### src/rtl/bram_chain_activity_monitor.sv
// Watches the tail word of a BRAM cascade and measures, per window, how many
// cycles the word changed and how many bits flipped, comparing against an expected rate.
module bram_chain_activity_monitor #(
   parameter int DATAWIDTH = 36,
   parameter int WINDOW    = 100,
   parameter int TOL       = 2
) (
   input  logic                 clk,
   input  logic                 rst,
   input  logic [DATAWIDTH-1:0] data_i,
   input  logic                 valid_i,
   input  logic [6:0]           toggle_rate_i,
   input  logic                 start_i,
   input  logic                 continuous_i,
   output logic                 busy_o,
   output logic                 done_o,
   output logic [6:0]           toggle_count_o,
   output logic [12:0]          bit_toggles_o,
   output logic                 pass_o,
   output logic [15:0]          err_count_o,
   output logic [15:0]          window_count_o
);

   localparam int            CW   = (WINDOW > 1) ? $clog2(WINDOW) : 1;
   localparam logic [CW-1:0] LAST = CW'(WINDOW - 1);
   localparam logic [6:0]    WIN7 = 7'(WINDOW);

   typedef enum logic [1:0] {IDLE, ARM, MEASURE, REPORT} state_t;

   state_t                 state;
   state_t                 state_nxt;
   logic [DATAWIDTH-1:0]   prev_q;
   logic [6:0]             exp_q;
   logic [6:0]             tog_acc;
   logic [12:0]            bit_acc;
   logic [CW-1:0]          cyc_cnt;

   logic [12:0]            flips;
   logic                   word_changed;
   logic [6:0]             tog_sum;
   logic [12:0]            bit_sum;
   logic [6:0]             exp_sel;
   logic [6:0]             deviation;
   logic                   within_tol;
   logic                   window_end;

   always_comb begin
      flips = '0;
      for (int i = 0; i < DATAWIDTH; i++) begin
         flips = flips + 13'(data_i[i] ^ prev_q[i]);
      end
   end

   // The final MEASURE sample is folded in combinationally so the result is
   // already registered and visible during the REPORT cycle alongside done_o.
   always_comb begin
      word_changed = valid_i && (data_i != prev_q);
      tog_sum      = tog_acc + 7'(word_changed);
      bit_sum      = valid_i ? (bit_acc + flips) : bit_acc;
      exp_sel      = (toggle_rate_i > WIN7) ? WIN7 : toggle_rate_i;
      deviation    = (tog_sum >= exp_q) ? (tog_sum - exp_q) : (exp_q - tog_sum);
      within_tol   = ({25'd0, deviation} <= 32'(TOL));
      window_end   = (state == MEASURE) && (cyc_cnt == LAST);
   end

   always_comb begin
      state_nxt = state;
      case (state)
         IDLE:    if (start_i) state_nxt = ARM;
         ARM:     if (valid_i) state_nxt = MEASURE;
         MEASURE: if (window_end) state_nxt = REPORT;
         REPORT:  state_nxt = continuous_i ? MEASURE : IDLE;
         default: state_nxt = IDLE;
      endcase
   end

   assign busy_o = (state != IDLE) && !rst;
   assign done_o = (state == REPORT) && !rst;

   always_ff @(posedge clk) begin
      if (rst) begin
         state          <= IDLE;
         prev_q         <= '0;
         exp_q          <= '0;
         tog_acc        <= '0;
         bit_acc        <= '0;
         cyc_cnt        <= '0;
         toggle_count_o <= '0;
         bit_toggles_o  <= '0;
         pass_o         <= 1'b0;
         err_count_o    <= '0;
         window_count_o <= '0;
      end else begin
         state <= state_nxt;
         case (state)
            ARM: begin
               if (valid_i) begin
                  prev_q  <= data_i;
                  exp_q   <= exp_sel;
                  tog_acc <= '0;
                  bit_acc <= '0;
                  cyc_cnt <= '0;
               end
            end
            MEASURE: begin
               prev_q  <= data_i;
               tog_acc <= tog_sum;
               bit_acc <= bit_sum;
               cyc_cnt <= cyc_cnt + CW'(1);
               if (window_end) begin
                  toggle_count_o <= tog_sum;
                  bit_toggles_o  <= bit_sum;
                  pass_o         <= within_tol;
                  if (window_count_o != 16'hFFFF)
                     window_count_o <= window_count_o + 16'd1;
                  if (!within_tol && (err_count_o != 16'hFFFF))
                     err_count_o <= err_count_o + 16'd1;
               end
            end
            // prev_q is kept so a back-to-back window compares against the last measured word.
            REPORT: begin
               tog_acc <= '0;
               bit_acc <= '0;
               cyc_cnt <= '0;
               exp_q   <= exp_sel;
            end
            default: ;
         endcase
      end
   end

endmodule

### config.mk
export PLATFORM = sky130hd
export DESIGN_NAME = bram_chain_activity_monitor
export DESIGN_NICKNAME = d
export VERILOG_FILES = /design/src/rtl/bram_chain_activity_monitor.sv
export SDC_FILE = /design/constraint.sdc
export NUM_CORES = 1
export LEC_CHECK = 0
export CORE_ASPECT_RATIO = 0.5
export CORE_MARGIN = 5
export CORE_UTILIZATION = 60
export DETAILED_ROUTE_END_ITERATION = 12
export PLACE_DENSITY = 0.95
export SLEW_MARGIN = 15
export SYNTH_ARGS = -nofsm -noshare
export SYNTH_HDL_FRONTEND = slang
export SYNTH_SLANG_ARGS = --single-unit
### constraint.sdc
create_clock -name clk -period 19.1 [get_ports clk]
set_clock_uncertainty 0.1 [all_clocks]
set_input_delay 3.82 -clock clk [delete_from_list [all_inputs] [get_ports clk]]
set_output_delay 3.82 -clock clk [all_outputs]
set_load 0.005 [all_outputs]
Word-level counts from Yosys, hierarchy flattened
Cells that the tools add are included.
Widths: inputs -> output; s select.
{ "classes": {"add_sub_neg": 42, "n_lt_le_gt_ge": 3, "eq_ne": 10, "n_mux": 17, "n_bitwise": 36, "reduce_logical": 19} }
{ "op_table": {"columns": ["op", "count"], "rows": [
  ["$add 13x1->13", 23],
  ["$pmux 36 s2", 1],
  ["$pmux 7 s3", 2],
  ["$pmux 13 s3", 1],
  ["$mux 36", 1],
  ["$ne 36x36->1", 1],
  ["$xor 1x1->1", 36],
  ["$add 16x1->16 const B", 2],
  ["$ne 16x16->1 const B", 2],
  ["$mux 7", 4],
  ["$mux 13", 2],
  ["$pmux 7 s2", 1],
  ["$sub 7x7->7", 2],
  ["$add 12x1->13", 1],
  ["$add 13x13->13", 1],
  ["$add 11x1->12", 1],
  ["$add 10x1->11", 1],
  ["$add 9x1->10", 1],
  ["$add 8x1->9", 1],
  ["$reduce_and 3->1", 3],
  ["$add 7x1->8", 1],
  ["$mux 2", 4],
  ["$pmux 2 s4", 1],
  ["$reduce_and 2->1", 4],
  ["other kinds (20)", 30]
]} }
{ "word_totals": {"ff_bits": 125, "inputBits": 48, "output_inout_bits": 55, "wordCells": 138} }

Longest topological paths before layout
{ "depth": {"ltp_word": 39, "ltp_mapped": 22, "mapped_depth_nobuf": 22} }

Least setup slack after synthesis
OpenSTA, ideal clock, no wires.
{ "synth_path": {"kind": "input to register", "startpoint": "input port data_i[4]", "endpoint": "register bit_acc[10]", "arrival_ns": 9.370, "required_time_ns": 18.930, "setup_slack_ns": 9.559, "path_stages": 20, "n_path_buf": 0, "path_cell_list": "xnor2_1 -> inv_1 -> fa_1 -> inv_1 -> fa_1 -> fa_1 -> fa_1 -> fa_1 -> fa_1 -> fa_1 -> fa_1 -> nor2b_1 -> o21ai_0 -> a21boi_0 -> o21a_1 -> o21ai_0 -> a21oi_1 -> nand3_1 -> or3_1 -> a21oi_1"} }
{ "synth_via": {"elab_chain_cells": 36} }
{ "synth_lines": {"columns": ["element", "line", "source"], "rows": [
  ["start, declared", "10", "input logic [DATAWIDTH-1:0] data_i,"],
  ["$xor 1x1->1", "50", "flips = flips + 13'(data_i[i] ^ prev_q[i]);"],
  ["$add 4x1->5", "50", null],
  ["$add 5x1->6", "50", null],
  ["$add 6x1->7", "50", null],
  ["$add 7x1->8", "50", null],
  ["$add 8x1->9", "50", null],
  ["$add 9x1->10", "50", null],
  ["$add 10x1->11", "50", null],
  ["$add 11x1->12", "50", null],
  ["$add 12x1->13", "50", null],
  ["$add 13x1->13 (23 in series)", "50", null],
  ["$add 13x13->13", "59", "bit_sum = valid_i ? (bit_acc + flips) : bit_acc;"],
  ["$mux 13", "59", null],
  ["$pmux 13 s3", "95", "case (state)"],
  ["end signal, assigned", "108", "bit_acc <= bit_sum;"],
  ["end, declared", "35", "logic [12:0] bit_acc;"]
]} }
No other way between the ends.
A chain may end at the register's enable or synchronous reset.

Worst setup path after layout
{ "layout_path": {"startpoint": "input port data_i[20]", "endpoint": "register bit_acc[10]"} }
{ "layout_via": {"elab_chain_cells": 20} }
{ "layout_lines": {"columns": ["element", "line"], "rows": [
  ["$xor 1x1->1", "50"],
  ["$add 13x1->13 (16 in series)", "50"],
  ["$add 13x13->13", "59"],
  ["$mux 13", "59"],
  ["$pmux 13 s3", "95"]
]} }
No other way between the ends.

==> impl_metrics.csv <==
group,metric,value,unit
run_status,run_status,"completed",
global_route,gr-usage-met1,32.2,%
power_and_ir_drop,ir_drop,191,uV
critical_path,worstSetupEndpointType,"flip-flop",
critical_path,worstSetupPathType,"in -> reg",
critical_path,crit_path_start_kind,"input port",
clock_network,clkSinkCount,125,
placed_design,place_area,8490,sq um
global_route,overflow,0,
placed_design,place_inst,1120,
synthesis,seq_area_frac_synth,33.8,%
synthesis,synthTopCellsByArea,"dfxtp_1, fa_1, nand2_1, a21oi_1, ha_1",
global_route,grt_max_degree,76,
clock_network,cts_buffer_depth,2,
sta,timing.fmax,98.9,MHz
floorplanning,die_h,88.5,microns
power_and_ir_drop,powerDensity,158,nW/um^2
placed_design,io_buffers,102,
sta,tns,0,ns
synthesis,synth-seq-cells,125,
global_route,grt_first_pass_wirelength,32.8,mm
global_route,antenna_found_initial,0,
layout,finalNonFillerCells,1152,
synthesis,synth_warnings,0,
synthesis,synth_cells,889,
detailed_routing,drt_iter0_drc,543,
synthesis,synth_top_area_share,33.8,%
critical_path,crit_required,19.34,ns
layout,seq_area,2500,sq um
floorplanning,die_w,167,microns
global_route,met3_usage,4.95,%
clock_network,insertion_delay,0.42,ns
critical_path,cp_data_arrival_time,10.35,ns
floorplanning,die_area,14800,sq um
clock_network,numCtsBuffers,17,
global_route,met2_usage,50.9,%
layout,diodes,0,
clock_network,ctsHoldBuffers,0,
global_route,grt_pass1_vias,6800,
placed_design,gp_congestion,0.897,
synthesis,synth_area,7390,sq um
power_and_ir_drop,report.power.total,1.44,mW
sta,setup_viol,0,
synthesis,syn_avg_cell_area,8.32,sq um
sta,rsz0062_at_grt,"no",
detailed_routing,vias,6807,
sta,fin_crit,10.11,ns
global_route,globalRoute.busiestLayer,"met2",
clock_network,cts_root_buf,"clkbuf_16",
hold_path,hold_path.class,"reg -> reg",
synthesis,synth_edf_count,0,
synthesis,async_reset_ff_share,0,%
synthesis,post-synth-top-area-cell,"dfxtp_1",
synthesis,syn_nets,1002,
detailed_routing,viasPerCell,5.91,
detailed_routing,antenna_left,0,
synthesis,synthFlopType,"dfxtp_1",
floorplanning,core,11900,sq um
critical_path,crit_path_max_fanout,6,
synthesis,yosysUniqueCellTypes,67,
layout,area_growth,23.4,%
floorplanning,pin_count,103,
sta,slew_headroom,46.4,%
sta,finalHoldViolCount,0,
sta,drv_slew,0,
layout,nFillCells,817,
clock_network,cts_resized,0,
sta,layout_worst_path_cycle_share,52.9,%
layout,layout-drive-gt1-share,5.88,%
sta,worstMarginPinSlew,0.805,ns
clock_network,htreeDepth,4,
flow_run,maxCapViolations,0,
clock_network,cts_tree,"built",
layout,nets,1087,
clock_network,cts_setup_buffers,0,
clock_network,clk_pin_slew_worst_paths,0.05,ns
floorplanning,row_count,28,
global_route,grtUsageTotal,27.3,%
floorplanning,start_util,61.9,%
detailed_routing,dr.pass1.iters,7,
layout,multi_input_area,4510,sq um
power_and_ir_drop,leakage,3.42,nW
layout,design_area,9120,sq um
detailed_routing,drc,0,
detailed_routing,routed_wl,20.3,mm
placed_design,hpwl,13.8,mm
detailed_routing,wl_per_cell,17.6,microns
[state kept, by name, summed over array words and instances, names as in the netlist]
| signal | cells |
|---|---|
| bit_acc | 13 |
| cyc_cnt | 7 |
| toggle_count_o | 7 |
| state | 2 |
| prev_q | 36 |
| err_count_o | 16 |
| window_count_o | 16 |
| bit_toggles_o | 13 |
| tog_acc | 7 |
| exp_q | 7 |
| pass_o | 1 |
[cell families after synthesis]
kind of cell,count (synthesis),synth area share [%]
AO/OA/AOI/OAI,195,16.9
XOR/XNOR,65,7.70
buffers and inverters,98,5.28
flip-flops,125,33.8
AND/OR/NAND/NOR,333,20.7
multiplexers,8,1.32
adder cells (fa/ha/maj),65,14.2
[cell usage after synthesis (8+ instances only)]
cell,count
a211oi_1,12
a21oi_1,86
a22oi_1,14
and3_1,8
clkbuf_1,33
dfxtp_1,125
fa_1,32
ha_1,33
inv_1,55
nand2_1,141
nand2b_1,10
nand3_1,22
nand4_1,10
nor2_1,81
nor2b_1,10
nor3_1,15
o21ai_0,22
xnor2_1,47
xor2_1,18
[critical path: stages]
cell             delay [ns]
clkdlybuf4s50_1        0.45
xnor2_1                0.36
fa_1                   0.52
fa_1                   0.51
fa_1                   0.53
fa_1                   0.44
fa_1                   0.53
fa_1                   0.43
fa_1                   0.42
fa_1                   0.44
nor2b_1                0.14
o21ai_0                0.11
a21boi_0               0.27
o21a_1                 0.17
o21ai_0                0.11
a21oi_1                0.44
nand3_1                0.17
or3_1                  0.33
a21oi_1                0.14
[where the power goes]
group	leakage, nW	total, mW	switching, mW	internal, mW
logic	2.11	0.812	0.470	0.341
clock network	0.300	0.347	0.121	0.225
registers	1.01	0.281	0.00984	0.271
total	3.42	1.44	0.602	0.838
[per-layer routing]
metal  wire length [microns]  share of wire [%]
met1                    8340                 41
met2                   10300                 51
met3                    1140                5.6
met4                     488                2.4
met5                       0                  0
[cell usage in the layout, fill, tap and decap left out, types with 8 or more instances in the layout]
cell type        count
a211oi_1            12
dfxtp_1            125
inv_1               55
nand2b_1            10
nand3_1             22
buf_4                8
o21ai_0             22
a22oi_1             14
xnor2_1             47
nor2_1              80
nand2_1            141
a21oi_1             86
clkdlybuf4s50_1    101
nand4_1             10
ha_1                33
nor2b_1             10
clkbuf_16           17
xor2_1              18
and3_1               8
nor3_1              15
fa_1                32
[per-stage QoR]
step	utilization, %	worst slack [ns]	hold slack, ns
final	76.3	8.99	0.355
after global routing	76.3	8.71	0.372
after CTS	76.3	9.09	0.354
after detailed placement	71.1	8.69	0.348
after global placement	71.1	8.85	0.345
after floorplan	-	9.56	0.336
[layout make-up]
cell class                      count  share of cell area (%)
Tap cell                          165                    2.26
Multi-Input combinational cell    666                    49.4
Inverter                           55                    2.26
Clock buffer                       22                    5.09
Clock inverter                     10                    1.78
Sequential cell                   125                    27.4
Timing Repair Buffer              109                    11.7
[final timing paths]
check / from / cells after the start / end / slack, ns
hold reg to reg: bit_toggles_o[3]$_SDFFE_PP0P_ / 2 / bit_toggles_o[3]$_SDFFE_PP0P_ / 0.35
hold / removal: bit_toggles_o[3]$_SDFFE_PP0P_ / 2 / bit_toggles_o[3]$_SDFFE_PP0P_ / 0.35
setup reg to reg: prev_q[20]$_SDFFE_PP0P_ / 18 / bit_acc[10]$_SDFFE_PP0P_ / 12.53
setup / recovery: data_i[20] / 19 / bit_acc[10]$_SDFFE_PP0P_ / 8.99
(Power assumes the default switching activity.)
